--- config.mk ---
export PLATFORM = sky130hd
export DESIGN_NAME = pdm_decimator
export DESIGN_NICKNAME = d
export VERILOG_FILES = /design/src/rtl/pdm_decimator_pkg.sv /design/src/rtl/pdm_decimator_cic_stage.sv /design/src/rtl/pdm_decimator.sv
export SDC_FILE = /design/constraint.sdc
export NUM_CORES = 1
export LEC_CHECK = 0
export CAP_MARGIN = 40
export CORE_ASPECT_RATIO = 2
export CORE_MARGIN = 3
export CORE_UTILIZATION = 55
export CTS_BUF_LIST = sky130_fd_sc_hd__clkbuf_8
export DETAILED_ROUTE_END_ITERATION = 10
export HOLD_SLACK_MARGIN = 0.02
export PLACE_DENSITY = 0.81
export SLEW_MARGIN = 25
export SYNTH_ARGS = -nofsm -noshare
export SYNTH_HDL_FRONTEND = slang
export SYNTH_HIERARCHICAL = 1
export SYNTH_SLANG_ARGS = --single-unit
--- constraint.sdc ---
create_clock -name Clk -period 7.7 [get_ports Clk]
set_clock_uncertainty 0.2 [all_clocks]
set_input_delay 0.77 -clock Clk [delete_from_list [all_inputs] [get_ports Clk]]
set_output_delay 0.77 -clock Clk [all_outputs]
set_load 0.01 [all_outputs]
--- src/rtl/pdm_decimator_pkg.sv ---
// rtl/pdm_decimator_pkg.sv - shared widths, state encoding and scaling helpers for the PDM decimator
package pdm_decimator_pkg;

    localparam int PCM_MSBI = 15;
    localparam logic [PCM_MSBI:0] MIDSCALE = 16'(1 << PCM_MSBI);

    typedef enum logic {
        WARMUP = 1'b0,
        RUN    = 1'b1
    } dec_state_e;

    typedef enum logic {
        INTEGRATOR = 1'b0,
        COMB       = 1'b1
    } stage_kind_e;

    function automatic int cic_width(input int n, input int log2r);
        return n * log2r + 1;
    endfunction

    function automatic int cic_shift(input int n, input int log2r, input int msbi);
        return n * log2r - (msbi + 1);
    endfunction

    // A full-density frame lands exactly one LSB past the PCM range, so clamp it.
    function automatic logic [63:0] sat_shift(input logic [63:0] s, input int sh, input int msbi);
        logic [63:0] q;
        logic [63:0] lim;
        q   = s >> sh;
        lim = (64'd1 << (msbi + 1)) - 64'd1;
        return (q > lim) ? lim : q;
    endfunction

endpackage

--- src/rtl/pdm_decimator_cic_stage.sv ---
// rtl/pdm_decimator_cic_stage.sv - one CIC integrator or comb stage with a shared W-bit register
module cic_stage
    import pdm_decimator_pkg::*;
#(
    parameter stage_kind_e KIND = INTEGRATOR,
    parameter int          W    = 19
) (
    input  logic         clk,
    input  logic         reset,
    input  logic         en,
    input  logic [W-1:0] x,
    output logic [W-1:0] y
);

    logic [W-1:0] r;

    // Integrator y is the next accumulator value, so a cascade adds without per-stage delay.
    if (KIND == INTEGRATOR) begin : g_int
        assign y = r + x;
    end else begin : g_comb
        assign y = x - r;
    end

    always_ff @(posedge clk) begin
        if (reset) begin
            r <= '0;
        end else if (en) begin
            r <= (KIND == INTEGRATOR) ? y : x;
        end
    end

endmodule

--- src/rtl/pdm_decimator.sv ---
// rtl/pdm_decimator.sv - order-N CIC decimator turning a PDM bitstream into offset-binary PCM
module pdm_decimator
    import pdm_decimator_pkg::*;
#(
    parameter int MSBI  = 15,
    parameter int LOG2R = 6,
    parameter int N     = 3
) (
    input  logic          Clk,
    input  logic          Reset,
    input  logic          PDMin,
    input  logic          PDMvalid,
    output logic [MSBI:0] PCMout,
    output logic          PCMvalid,
    input  logic          PCMready,
    output logic          Overrun
);

    localparam int W  = cic_width(N, LOG2R);
    localparam int SH = cic_shift(N, LOG2R, MSBI);

    logic [LOG2R-1:0] phase;
    logic             frame_end;
    logic             strobe;
    logic [W-1:0]     int_hold;
    logic [MSBI:0]    res;
    logic             res_valid;
    logic             deliver;
    dec_state_e       state;
    dec_state_e       state_nx;
    logic [2:0]       warm_cnt;
    logic [2:0]       warm_cnt_nx;

    assign frame_end = PDMvalid && (phase == '1);

    for (genvar k = 0; k < N; k++) begin : g_chain
        logic [W-1:0] integ_x;
        logic [W-1:0] integ_y;
        logic [W-1:0] comb_x;
        logic [W-1:0] comb_y;

        if (k == 0) begin : g_first
            assign integ_x = {{(W-1){1'b0}}, PDMin};
            assign comb_x  = int_hold;
        end else begin : g_next
            assign integ_x = g_chain[k-1].integ_y;
            assign comb_x  = g_chain[k-1].comb_y;
        end

        cic_stage #(.KIND(INTEGRATOR), .W(W)) u_integ (
            .clk   (Clk),
            .reset (Reset),
            .en    (PDMvalid),
            .x     (integ_x),
            .y     (integ_y)
        );

        cic_stage #(.KIND(COMB), .W(W)) u_comb (
            .clk   (Clk),
            .reset (Reset),
            .en    (strobe),
            .x     (comb_x),
            .y     (comb_y)
        );
    end

    // Frame-end integrator value is held so the combs see a stable input on the strobe cycle.
    always_ff @(posedge Clk) begin
        if (Reset) begin
            phase    <= '0;
            strobe   <= 1'b0;
            int_hold <= '0;
        end else begin
            strobe <= frame_end;
            if (PDMvalid) begin
                phase <= phase + 1'b1;
            end
            if (frame_end) begin
                int_hold <= g_chain[N-1].integ_y;
            end
        end
    end

    always_ff @(posedge Clk) begin
        if (Reset) begin
            state    <= WARMUP;
            warm_cnt <= '0;
        end else begin
            state    <= state_nx;
            warm_cnt <= warm_cnt_nx;
        end
    end

    always_comb begin
        state_nx    = state;
        warm_cnt_nx = warm_cnt;
        deliver     = 1'b0;
        case (state)
            WARMUP: begin
                if (strobe) begin
                    if (warm_cnt == 3'(N - 1)) begin
                        state_nx    = RUN;
                        warm_cnt_nx = '0;
                    end else begin
                        warm_cnt_nx = warm_cnt + 3'd1;
                    end
                end
            end
            RUN: begin
                deliver = strobe;
            end
            default: begin
                state_nx = WARMUP;
            end
        endcase
    end

    always_ff @(posedge Clk) begin
        if (Reset) begin
            res       <= '0;
            res_valid <= 1'b0;
        end else begin
            res_valid <= deliver;
            if (deliver) begin
                res <= (MSBI + 1)'(sat_shift(64'(g_chain[N-1].comb_y), SH, MSBI));
            end
        end
    end

    // A same-cycle consume and load keeps PCMvalid high without flagging a loss.
    always_ff @(posedge Clk) begin
        if (Reset) begin
            PCMout   <= '0;
            PCMvalid <= 1'b0;
            Overrun  <= 1'b0;
        end else if (res_valid) begin
            PCMout   <= res;
            PCMvalid <= 1'b1;
            if (PCMvalid && !PCMready) begin
                Overrun <= 1'b1;
            end
        end else if (PCMvalid && PCMready) begin
            PCMvalid <= 1'b0;
        end
    end

endmodule
[After elaboration in Yosys (flattened, before gate mapping)]
Cells that the tools add are included.
Word-level totals
  output and inout port bits: 18
  word-level logic and storage cells: 43
  bits in registers: 179
  bits of input ports: 5
Cells by class
  equality and inequality tests: 2
  add/subtract/negate cells: 8
  order comparisons: 1
  mux-type cells: 8
  reductions and logical operators: 7
  bitwise gates (word level): 1
Operators by type and width (count)
  subtractor 19 bit: 3
  adder 19 bit: 2
  adder 19 x 1 -> 19 bit: 1
  greater-than comparator 17 x 16 -> 1 bit (second input constant): 1
  two-way mux 16 bit: 1
  adder 6 x 1 -> 6 bit (second input constant): 1
  == test 6 bit (second input constant): 1
  two-way mux 1 bit: 6
  AND reduction 2 bit: 2
  adder 3 x 1 -> 3 bit (second input constant): 1
  == test 3 x 2 -> 1 bit (second input constant): 1
  logical AND 1 bit: 3
  two-way mux 3 bit: 1
  nonzero test 2 bit: 1
  zero test 1 bit: 1
  inverter 1 bit: 1

[Longest topological paths before layout]
Gate-level depths: netlist of the first run.
  depth in word-level cells: 5
  gate-level depth with buffers: 28
  depth with buffers taken out: 25

[By module]
The synthesis of the first run kept the hierarchy.
Modules (own cells, without submodules)
  cic_stage (g_chain[0].u_integ ...): cells an instance 246, times used 2, sequential area each 380.4 um^2, area an instance 1974.4 um^2
  cic_stage (g_chain[1].u_comb ...): cells an instance 213, times used 2, sequential area each 380.4 um^2, area an instance 1697.9 um^2
  pdm_decimator: cells an instance 266, times used 1, sequential area each 1301.2 um^2, area an instance 2576.2 um^2
  cic_stage (g_chain[2].u_integ): cells an instance 253, times used 1, sequential area each 380.4 um^2, area an instance 2020.7 um^2
  cic_stage (g_chain[0].u_comb): cells an instance 191, times used 1, sequential area each 380.4 um^2, area an instance 1587.8 um^2

[Least setup slack after synthesis of the first run]
No wires, ideal clock.
  kind: in2reg
  start point: in PDMin
  end point: reg g_chain[2].u_integ.r[13]
  library setup time: 0.134 ns
  path slack: 1.712 ns
  path buffers: 1
  data arrival time: 5.654 ns
  data required time: 7.366 ns
  stages on the path: 22
  cell sequence: ha_1 > inv_1 > fa_1 > nor2b_1 > o21bai_1 > a21boi_0 > nor2_1 > o21ai_0 > xor2_1 > ha_1 > buf_2 > a21oi_1 > a21boi_0 > or2_4 > or3_1 > and2_1 > ha_1 > and4_1 > a211o_1 > o211a_4 > o21a_1 > or4_1
Between the ends
  word-level cells in the longest chain between the ends: 3
Ends and longest elaborated chain
  from (decl): RTL line pdm_decimator.sv:11  | input logic PDMin,
  adder 19 x 1 -> 19 bit: RTL line pdm_decimator_cic_stage.sv:19  | assign y = r + x;
  via g_chain[0].integ_y[8]: RTL line pdm_decimator.sv:38  | logic [W-1:0] integ_y;
  adder 19 bit: RTL line pdm_decimator_cic_stage.sv:19
  via g_chain[1].integ_y[10]: RTL line pdm_decimator.sv:38
  adder 19 bit: RTL line pdm_decimator_cic_stage.sv:19
  to (signal assigned): RTL line pdm_decimator_cic_stage.sv:28  | r <= (KIND == INTEGRATOR) ? y : x;
  to (decl): RTL line pdm_decimator_cic_stage.sv:15  | logic [W-1:0] r;
The timed path passes the listed nets, and every way through them passes these cells.
A chain may end at the register's enable or synchronous reset.

[Worst setup path after layout of the first run]
  start point: in PDMin
  end point: reg int_hold[17], in the netlist g_chain[0].comb_x[17]
Between the ends
  word-level cells in the longest chain between the ends: 3
Ends and longest elaborated chain
  adder 19 x 1 -> 19 bit: RTL line pdm_decimator_cic_stage.sv:19
  via g_chain[0].integ_y[8]: RTL line pdm_decimator.sv:38
  adder 19 bit: RTL line pdm_decimator_cic_stage.sv:19
  via g_chain[1].integ_y[10]: RTL line pdm_decimator.sv:38
  adder 19 bit: RTL line pdm_decimator_cic_stage.sv:19
  via g_chain[2].integ_y[17]: RTL line pdm_decimator.sv:38
  to (signal assigned): RTL line pdm_decimator.sv:79  | int_hold <= g_chain[N-1].integ_y;
  to (decl): RTL line pdm_decimator.sv:25  | logic [W-1:0] int_hold;
The timed path passes the listed nets, and every way through them passes these cells.

==> out/metrics.yaml, run 1 <==
setup_violations: 0
critPathKind: "input port to flip-flop"
cts_sinks: 179
irDropWorstVdd_mv: 0.169
cp.arrival_ns: 6.73
drt-pass1-iter-count: 5
gp_congestion: 0.993
grt_pass1_vias: 11686
p_sw_share_pct: 45.4
layout-drive-gt1-share_pct: 6.49
power.density_nw_per_um2: 289
hold_buffers: 0
period_share_pct: 84.4
seqPwrFrac_pct: 25.9
fp.dieArea_um2: 26600
outcome: "complete, no violations"
critPathRequiredTime_ns: 7.93
crit_path_max_fanout: 8
clk_pin_slew_ns: 0.11
syn_area_um2: 13500
yosys_warnings: 6
power.share.clock_pct: 17.5
p_total_w: 0.00414
period_minus_slack_ns: 6.50
ant_nets: 0
finalMaxSlewViolations: 0
grt_pass1_wl_um: 53500
diodes: 0
viasPerCell: 6.12
max_cap_viol_count: 0
row_count: 80
power.leakage_nw: 5.83
drc: 0
startpoint_type: "input port"
syn_avg_cell_area_um2: 8.31
grt_max_degree: 93
pin_count: 23
final_net_count: 1724
finish.utilization_pct: 59.6
grt-ovfl-total: 0
coreArea_um2: 24000
io_buffers: 22
slew-limit-headroom_pct: 44.5
cts_max_level: 4
worst_pin_slew_ns: 0.832
cts_buffer_depth: 2
hold_viol: 0
wl_um: 32900
drtIter0Drc: 654
power_frac_comb_pct: 56.6
clock_latency_ns: 0.51
cts_tree: "built"
syn_inst: 1627
area_growth_pct: 5.87
grtUsageTotal_pct: 24.7
post-cts-setup-buffer-count: 0
wl_per_cell_um: 17.3
root_buffer: "clkbuf_8"
dr_total_vias: 11653
hold_path.class: "flip-flop to flip-flop"
hpwl_um: 24700
cts_made_buffers: 17
rsz0062_at_grt: "no"
intPower_w: 0.00226
initial_core_util_pct: 56.3
power_switching_w: 0.00188
fin_setup_tns_ns: 0
cts_resized: 0
die_y_um: 228
cp-end-kind: "flip-flop"
clock.fmax_mhz: 154
die_w_um: 117
antenna_found_initial: 0
metal layers:
metal  routed length (um)  up-vias  part of all wire, %  global-route usage, %
met1                11300     5515                   34                   21.9
met4                 2800        0                  8.5                   19.4
met3                  772      135                  2.3                   4.03
met5                    0        -                    0                      0
met2                18000      277                   55                   46.5
li1                     -     5726                    -                      -
registers in the layout, indices dropped and copies added (netlist names):
name	flops
state	1
Overrun	1
PCMvalid	1
res	16
g_chain.u_integ/r	57
res_valid	1
g_chain.comb_x	19
g_chain.u_comb/r	57
PCMout	16
warm_cnt	3
phase	6
strobe	1
final cells by class:
cell class              count  area (um2)
fillers                  2128        9700
multi-input cells        1290        9260
flip-flops and latches    179        3590
well taps                 287         359
repair buffers             30         327
inverters                  86         323
clock buffers              17         234
clock inverters            15         228
metrics by stage:
step	std cells	hold WS (ns)	area (um2)	setup WS (ns)
3_3_place_gp	1869	0.252	13800	0.889
2_1_floorplan	1649	0.249	13600	1.71
5_1_grt	1904	0.310	14300	0.774
3_5_place_dp	1870	0.265	13800	0.710
4_1_cts	1902	0.282	14300	1.27
6_report	1904	0.282	14300	1.20
worst max-delay path, stage by stage:
cell and delay (ns):
clkdlybuf4s50_1 0.46, ha_1 0.16, inv_1 0.06, fa_1 0.39
nor2b_1 0.22, o21bai_1 0.15, a21boi_0 0.30, nor2_1 0.15
o21ai_0 0.31, xor2_1 0.22, ha_1 0.35, a21oi_1 0.36
a21boi_0 0.18, or2_4 0.28, or3_1 0.32, and2_1 0.17
ha_1 0.30, and4_1 0.23, nand3_1 0.09, a21oi_1 0.32
nor2_1 0.19, o311ai_0 0.41, xor2_1 0.18, nand2b_1 0.06
mux2i_1 0.12
cells in the final DEF (no fill, tap or decap), types with 10 or more instances in the layout:
cell type          n
nand4_1           15
nor2b_1           10
a211o_1           12
xnor2_1           53
o211ai_1          25
o21a_1            35
inv_1             86
o21ai_0           47
clkbuf_8          17
nor3b_1           10
nand2b_1          49
a21oi_1           99
nor4_1            10
nor3_1            60
dfxtp_1          178
xor2_1            44
nor2_1           166
a21o_1            26
mux2i_1          115
nand3b_1          16
ha_1             109
nand3_1           44
clkdlybuf4s50_1   20
conb_1            23
or3_1             14
and3_1            26
nand2_1           95
a31oi_1           14
power by group through the flow:
stage	sequential, W	clock (W)	combinational, W
floorplan	0.00107	0	0.00187
global placement	0.00108	0	0.00219
detailed placement	0.00109	0	0.00225
CTS	0.00107	0.000747	0.00228
global route	0.00108	0.000777	0.00258
finish	0.00107	0.000725	0.00234
worst paths after layout:
path	start	cells past startpoint	slack, ns	to
worst min register to register	g_chain[1].u_integ/r[6]	2	0.28	g_chain[1].u_integ/r[6]
worst max register to register	g_chain[0].u_integ/r[0]	24	1.56	g_chain[0].comb_x[17]
worst min-delay path	g_chain[1].u_integ/r[6]	2	0.28	g_chain[1].u_integ/r[6]
worst max-delay path	PDMin	25	1.20	g_chain[0].comb_x[17]
Power figures use the tool's default switching activity.
==> run 2: changes to the inputs <==
==> constraint.sdc (replaced) <==
create_clock -name Clk -period 6.1 [get_ports Clk]
set_clock_uncertainty 0.2 [all_clocks]
set_input_delay 0.61 -clock Clk [delete_from_list [all_inputs] [get_ports Clk]]
set_output_delay 0.61 -clock Clk [all_outputs]
set_load 0.01 [all_outputs]
==> run 2 against run 1 <==
Utilization up 1.7 points. Wire length up 4.1%. Combinational power up 47%. Count of clock-buffer cells in the layout unchanged. Total power up 37%. Setup slack worse by 0.86 ns. Register-to-register slack worse by 1.2 ns. Non-clock buffer count up 56. Critical endpoint is now g_chain[2].u_integ/r[13]. Critical path depth down 3. Final cell count up 2.9%. Via count up 3.3%. Global-route usage up 1.4 points.
==> out/metrics.yaml, run 2 (synthesized netlist as in run 1, its figures left out) <==
outcome: "complete, no violations"
slowest_stage: "or4_1"
antenna_found_initial: 0  # unchanged
rsz0062_at_grt: "no"
hold_path.class: "flip-flop to flip-flop"
clock_latency_ns: 0.51  # about the same
drc: 0  # unchanged
fp.dieArea_um2: 26600  # unchanged
period_share_pct: 94.4
cts_buffer_depth: 2  # unchanged
r2r_start: "g_chain[0].comb_x[0]"
dp_cells: 1928  # +3.1%
finalMaxSlewViolations: 0  # unchanged
cts_tree: "built"
cp.arrival_ns: 5.96  # -0.77 ns
final_cell_mix: "dfxtp_1 (178), nor2_1 (165), mux2i_1 (115), ha_1 (108), a21oi_1 (97)"
startpoint_type: "input port"
diodes: 0  # unchanged
die_w_um: 117  # unchanged
cts_max_level: 4  # unchanged
fin_hold_ws_ns: 0.281  # -0.000697 ns
io_buffers: 22  # unchanged
cp-end-kind: "flip-flop"
period_minus_slack_ns: 5.76
critPathRequiredTime_ns: 6.30  # -1.63 ns
clk_pin_slew_ns: 0.12  # about the same
grt_pass1_wl_um: 56400  # +5.6%
rrSetupSlack_ns: 0.36  # -1.20 ns
max_cap_viol_count: 0  # unchanged
coreArea_um2: 24000  # unchanged
dr_total_vias: 12039  # +3.3%
power.density_nw_per_um2: 385  # +33%
hold_viol: 0  # unchanged
worst_pin_slew_ns: 0.805  # -0.0276 ns
row_count: 80  # unchanged
grt-ovfl-total: 0  # unchanged
grt_pass1_vias: 12131  # +3.8%
power.leakage_nw: 6.09  # +4.4%
grt_max_degree: 177  # +90%
hp-start: "g_chain[0].u_integ/r[6]"
area_growth_pct: 8.93
final_net_count: 1780  # +3.2%
post_dp_cell_area_um2: 14300  # +3.2%
crit_path_max_fanout: 4  # -4
setup_violations: 0  # unchanged
initial_core_util_pct: 56.3  # unchanged
slew-limit-headroom_pct: 46.3  # +1.8 points
viasPerCell: 6.14  # +0.36%
die_y_um: 228  # unchanged
clock.fmax_mhz: 174
final_common_cell: "dfxtp_1"
root_buffer: "clkbuf_8"
critPathKind: "input port to flip-flop"
pin_count: 23  # unchanged
wl_um: 34300  # +4.1%
finish.utilization_pct: 61.3  # +1.7 points
wl_per_cell_um: 17.5  # +1.2%
critPathMaxStageDelay_ns: 0.49  # +0.03 ns
path_cells: "clkdlybuf4s50_1 -> ha_1 -> inv_1 -> fa_1 -> nor2b_1 -> o21bai_1 -> a21boi_1 -> nor2_1 -> o21ai_2 -> xor2_1 -> ha_1 -> and3_1 -> a31o_2 -> or2_4 -> or3_1 -> and2_1 -> ha_1 -> and4_1 -> a211o_1 -> o211a_4 -> o21a_1 -> or4_1"
critPathMostFrequentCell: "ha_1"
cts_sinks: 179  # unchanged
cts_made_buffers: 17  # unchanged
final_cells: 1960  # +2.9%
gp_congestion: 0.969  # -2.4%
p_total_w: 0.00567  # +37%
grtUsageTotal_pct: 26.1  # +1.4 points
final_area_um2: 14700  # +2.9%
drtIter0Drc: 708  # +8.3%
irDropWorstVdd_mv: 0.325  # +92%
ant_nets: 0  # unchanged
layout-drive-gt1-share_pct: 10.0  # +3.5 points
hpwl_um: 25600  # +3.9%
cp-startpoint: "PDMin"
drt-pass1-iter-count: 7  # +2
[run 2: cell count changes in the layout (fill, tap and decap cells not counted), sizes merged]
cell and change:
bufinv -1, inv +3, clkinv -2, buf +56
[run 2: what timing repair did]
action,4_1_cts,5_1_grt
hold buffers,0,0
buffers inserted,0,0
resized for setup,0,13
endpoints found under the setup margin,0,31
hold endpoints to repair,0,0
[run 2: worst max-delay path, delay by kind of cell]
kind	cells	cell delay, ns
AND/OR/NAND/NOR	8	1.88
AO/OA/AOI/OAI	7	1.51
adder cells (fa/ha/maj)	4	1.19
buffers and inverters	2	0.51
XOR/XNOR	1	0.24
[run 2: metal layers]
layer	wire [um]	vias to the layer above	track usage (%)
li1	-	5860	-
met1	11700	5729	23.8
met2	19300	304	50.2
met3	946	146	3.87
met4	2330	0	17.1
met5	0	-	0
[run 2: per-stage QoR]
stage          TNS (ns)  worst slack (ns)
2_1_floorplan         0             0.272
5_1_grt               0            0.0336
4_1_cts               0             0.210
6_report              0             0.340
3_5_place_dp      -2.99            -0.331
3_3_place_gp      -1.33            -0.236
[run 2: path summary, 6_finish.rpt]
kind	depth (start not counted)	end
max	22	g_chain[2].u_integ/r[13]
min reg2reg	2	g_chain[0].u_integ/r[6]
max reg2reg	24	res[1]
min	2	g_chain[0].u_integ/r[6]
[run 2: cell type report]
| type | count | area (um2) |
|---|---|---|
| Clock buffer | 17 | 234 |
| Clock inverter | 15 | 211 |
| Fill cell | 2083 | 9290 |
| Inverter | 86 | 323 |
| Multi-Input combinational cell | 1290 | 9300 |
| Sequential cell | 179 | 3590 |
| Tap cell | 287 | 359 |
| Timing Repair Buffer | 86 | 719 |
[run 2: where the power goes]
part           switching (W)  leakage [nW]  internal, W
registers          0.0000723          1.45      0.00128
clock network       0.000559         0.218     0.000331
logic                0.00186          4.42      0.00157
==> run 3: changes to the inputs <==
--- a/config.mk
+++ b/config.mk
@@ -11,10 +11,11 @@
 export CORE_UTILIZATION = 55
 export CTS_BUF_LIST = sky130_fd_sc_hd__clkbuf_8
 export DETAILED_ROUTE_END_ITERATION = 10
+export DONT_BUFFER_PORTS = 1
+export GPL_TIMING_DRIVEN = 0
 export HOLD_SLACK_MARGIN = 0.02
-export PLACE_DENSITY = 0.81
+export PLACE_DENSITY = 0.79
 export SLEW_MARGIN = 25
 export SYNTH_ARGS = -nofsm -noshare
 export SYNTH_HDL_FRONTEND = slang
-export SYNTH_HIERARCHICAL = 1
 export SYNTH_SLANG_ARGS = --single-unit
==> run 3 against run 2 <==
Flip-flop and latch count stayed put. Wire length is 33% lower. Total power is 64% lower. Clock power down 13%. Sequential power shrank 13%.
==> out/metrics.yaml, run 3 <==
outcome: "complete, no violations"
cts_max_level: 4  # unchanged
antenna_found_initial: 0  # unchanged
hold_buffers: 0  # unchanged
yosysSeqAreaShare_pct: 33.7
initial_core_util_pct: 56.2  # -0.13 points
yosysTopAreaCellShare_pct: 33.7
r2r_start: "g_chain[0].comb_x[0]"
pin_count: 23  # unchanged
startpoint_type: "flip-flop"
rrSetupSlack_ns: 0.40  # +0.04 ns
hold_path.class: "input port to flip-flop"
coreArea_um2: 18900  # -21%
cts_sinks: 179  # unchanged
syn_area_um2: 10600  # -21%
fin_hold_ws_ns: 0.136  # -0.145 ns
ant_nets: 0  # unchanged
grt_max_degree: 17  # -90%
power.density_nw_per_um2: 181  # -53%
netlist_top_cells_count: "nor2_1 (212), dfxtp_1 (179), mux2i_1 (100)"
final_net_count: 1364  # -23%
die_y_um: 203  # -11%
root_buffer: "clkbuf_8"
final_common_cell: "nor2_1"
fin_setup_tns_ns: 0  # unchanged
finalMaxSlewViolations: 0  # unchanged
period_minus_slack_ns: 5.70  # -0.0565 ns
synth_most_common_cell: "nor2_1"
irDropWorstVdd_mv: 0.117  # -64%
grt_pass1_vias: 8505  # -30%
synth_fp_nets: 1337
cp-end-kind: "flip-flop"
synth_area_leader_cell: "dfxtp_1"
cts_made_buffers: 17  # unchanged
slowest_stage: "o31ai_2"
hold_viol: 0  # unchanged
clock_latency_ns: 0.47  # -0.04 ns
layout-drive-gt1-share_pct: 4.79  # -5.3 points
grt_pass1_wl_um: 38000  # -33%
fillCellCount: 1631  # -22%
row_count: 71  # -11%
finish.utilization_pct: 60.2  # -1.2 points
final_area_um2: 11400  # -23%
wl_per_cell_um: 15.1  # -14%
max_cap_viol_count: 0  # unchanged
crit_path_max_fanout: 6  # +2
ff2ff_path_depth: 27  # +13%
final_cell_mix: "nor2_1 (212), dfxtp_1 (179), mux2i_1 (100), ha_1 (92)"
post_dp_cell_area_um2: 11000  # -23%
critPathKind: "flip-flop to flip-flop"
synth_seq_cells: 179
critPathRequiredTime_ns: 6.29  # about the same
async_flop_share_pct: 0
viasPerCell: 5.55  # -9.6%
gp_congestion: 0.867  # -11%
dp_cells: 1495  # -22%
hp-start: "PCMready"
setup_violations: 0  # unchanged
final_cells: 1529  # -22%
drtIter0Drc: 237  # -67%
min_to: "PCMvalid"
rsz0062_at_grt: "no"
die_w_um: 104  # -11%
cts_tree: "built"
synth.distinct_cells: 62
cp.arrival_ns: 5.89  # -0.07 ns
period_share_pct: 93.5  # -0.93 points
syn_inst: 1236  # -24%
yosys_warnings: 0  # -6
slew-limit-headroom_pct: 44.1  # -2.2 points
drc: 0  # unchanged
syn_avg_cell_area_um2: 8.60  # +3.4%
critPathTopFamily: "compound AO/OA/AOI/OAI gates"
drt-pass1-iter-count: 5  # -2
fp.dieArea_um2: 21100  # -21%
power.leakage_nw: 4.60  # -24%
dr_total_vias: 8491  # -29%
grtUsageTotal_pct: 22.1  # -3.9 points
synth_ff_type: "dfxtp_1"
critPathMaxStageDelay_ns: 0.45  # -0.04 ns
clock.fmax_mhz: 175  # +0.99%
io_buffers: 0  # -100%
worst_pin_slew_ns: 0.838  # +0.0334 ns
r2r_end: "res[2]"
area_growth_pct: 7.12
synth_edf_count: 0
yosys-top-cells-area: "dfxtp_1 (34%), ha_1 (11%), mux2i_1 (9.4%), nor2_1 (7.5%), xnor2_1 (4.9%)"
min_path_cells: 3  # +1
hpwl_um: 18600  # -27%
clk_pin_slew_ns: 0.10  # -0.02 ns
grt-ovfl-total: 0  # unchanged
wl_um: 23000  # -33%
crit_buf_inv: 2  # unchanged
diodes: 0  # unchanged
cts_buffer_depth: 2  # unchanged
## run 3: how the worst max path moves through the flow
stage | start | endpoint | slack (ns) | cells after the start
after floorplan | PDMin | g_chain[2].u_integ.r[18] | 0.86 | 22
after global placement | PDMin | g_chain[2].u_integ.r[18] | 0.22 | 22
after detailed placement | PDMin | g_chain[2].u_integ.r[18] | 0.16 | 20
after CTS | g_chain[0].u_comb.r[1] | res[10] | 0.11 | 27
after global routing | g_chain[0].u_integ.r[0] | g_chain[2].u_integ.r[18] | 0.04 | 22
final | g_chain[0].comb_x[0] | res[2] | 0.40 | 27
## run 3: repair_timing
item                       in CTS  in global routing
gates resized for setup         0                  2
setup endpoints to repair       0                 16
buffers inserted                0                  3
## run 3: per-stage QoR
| step | setup WS, ns | power, W |
|---|---|---|
| 2_1_floorplan | 0.861 | 0.00129 |
| 3_3_place_gp | 0.221 | 0.00132 |
| 3_5_place_dp | 0.158 | 0.00132 |
| 4_1_cts | 0.107 | 0.00208 |
| 5_1_grt | 0.0405 | 0.00214 |
| 6_report | 0.397 | 0.00206 |
## run 3: cell families after synthesis
group	count (synthesis)	share of synthesized area (%)
AND/OR/NAND/NOR	395	16.5
AO/OA/AOI/OAI	224	14.5
flip-flops	179	33.7
buffers and inverters	127	4.57
XOR/XNOR	115	9.76
multiplexers	100	9.42
adder cells (fa/ha/maj)	96	11.6
## run 3: cell type report
type	count	area (um2)	share of cell area, %
clock inverter	12	111	0.978
timing repair buffer	8	78.8	0.692
clock buffer	18	248	2.18
multi-input combinational	930	6560	57.6
inverter	78	293	2.57
tap	255	319	2.80
buffer	49	193	1.69
sequential	179	3580	31.5
## run 3: layer usage
metal	routed length [um]	part of all wire [%]	GRT usage, %
met3	495	2.1	2.86
met5	0	0	0
met4	1350	5.8	16.0
met1	7850	34	18.2
met2	13400	58	45.8
## run 3: worst reg2reg max path: cells and delay by family, from the launching register on
family / cells / cell delay, ns
flops: 1 / 0.35
xor+xnor: 4 / 0.79
compound gates: 12 / 2.31
fa+ha+maj: 4 / 1.31
buf+inv: 2 / 0.23
simple gates: 5 / 0.45
## run 3: power by group
| group | internal [W] | switching (W) | total (W) |
|---|---|---|---|
| Sequential | 0.00118 | 0.00000759 | 0.00118 |
| Clock | 0.000331 | 0.000439 | 0.000771 |
| Combinational | 0.0000377 | 0.0000714 | 0.000109 |
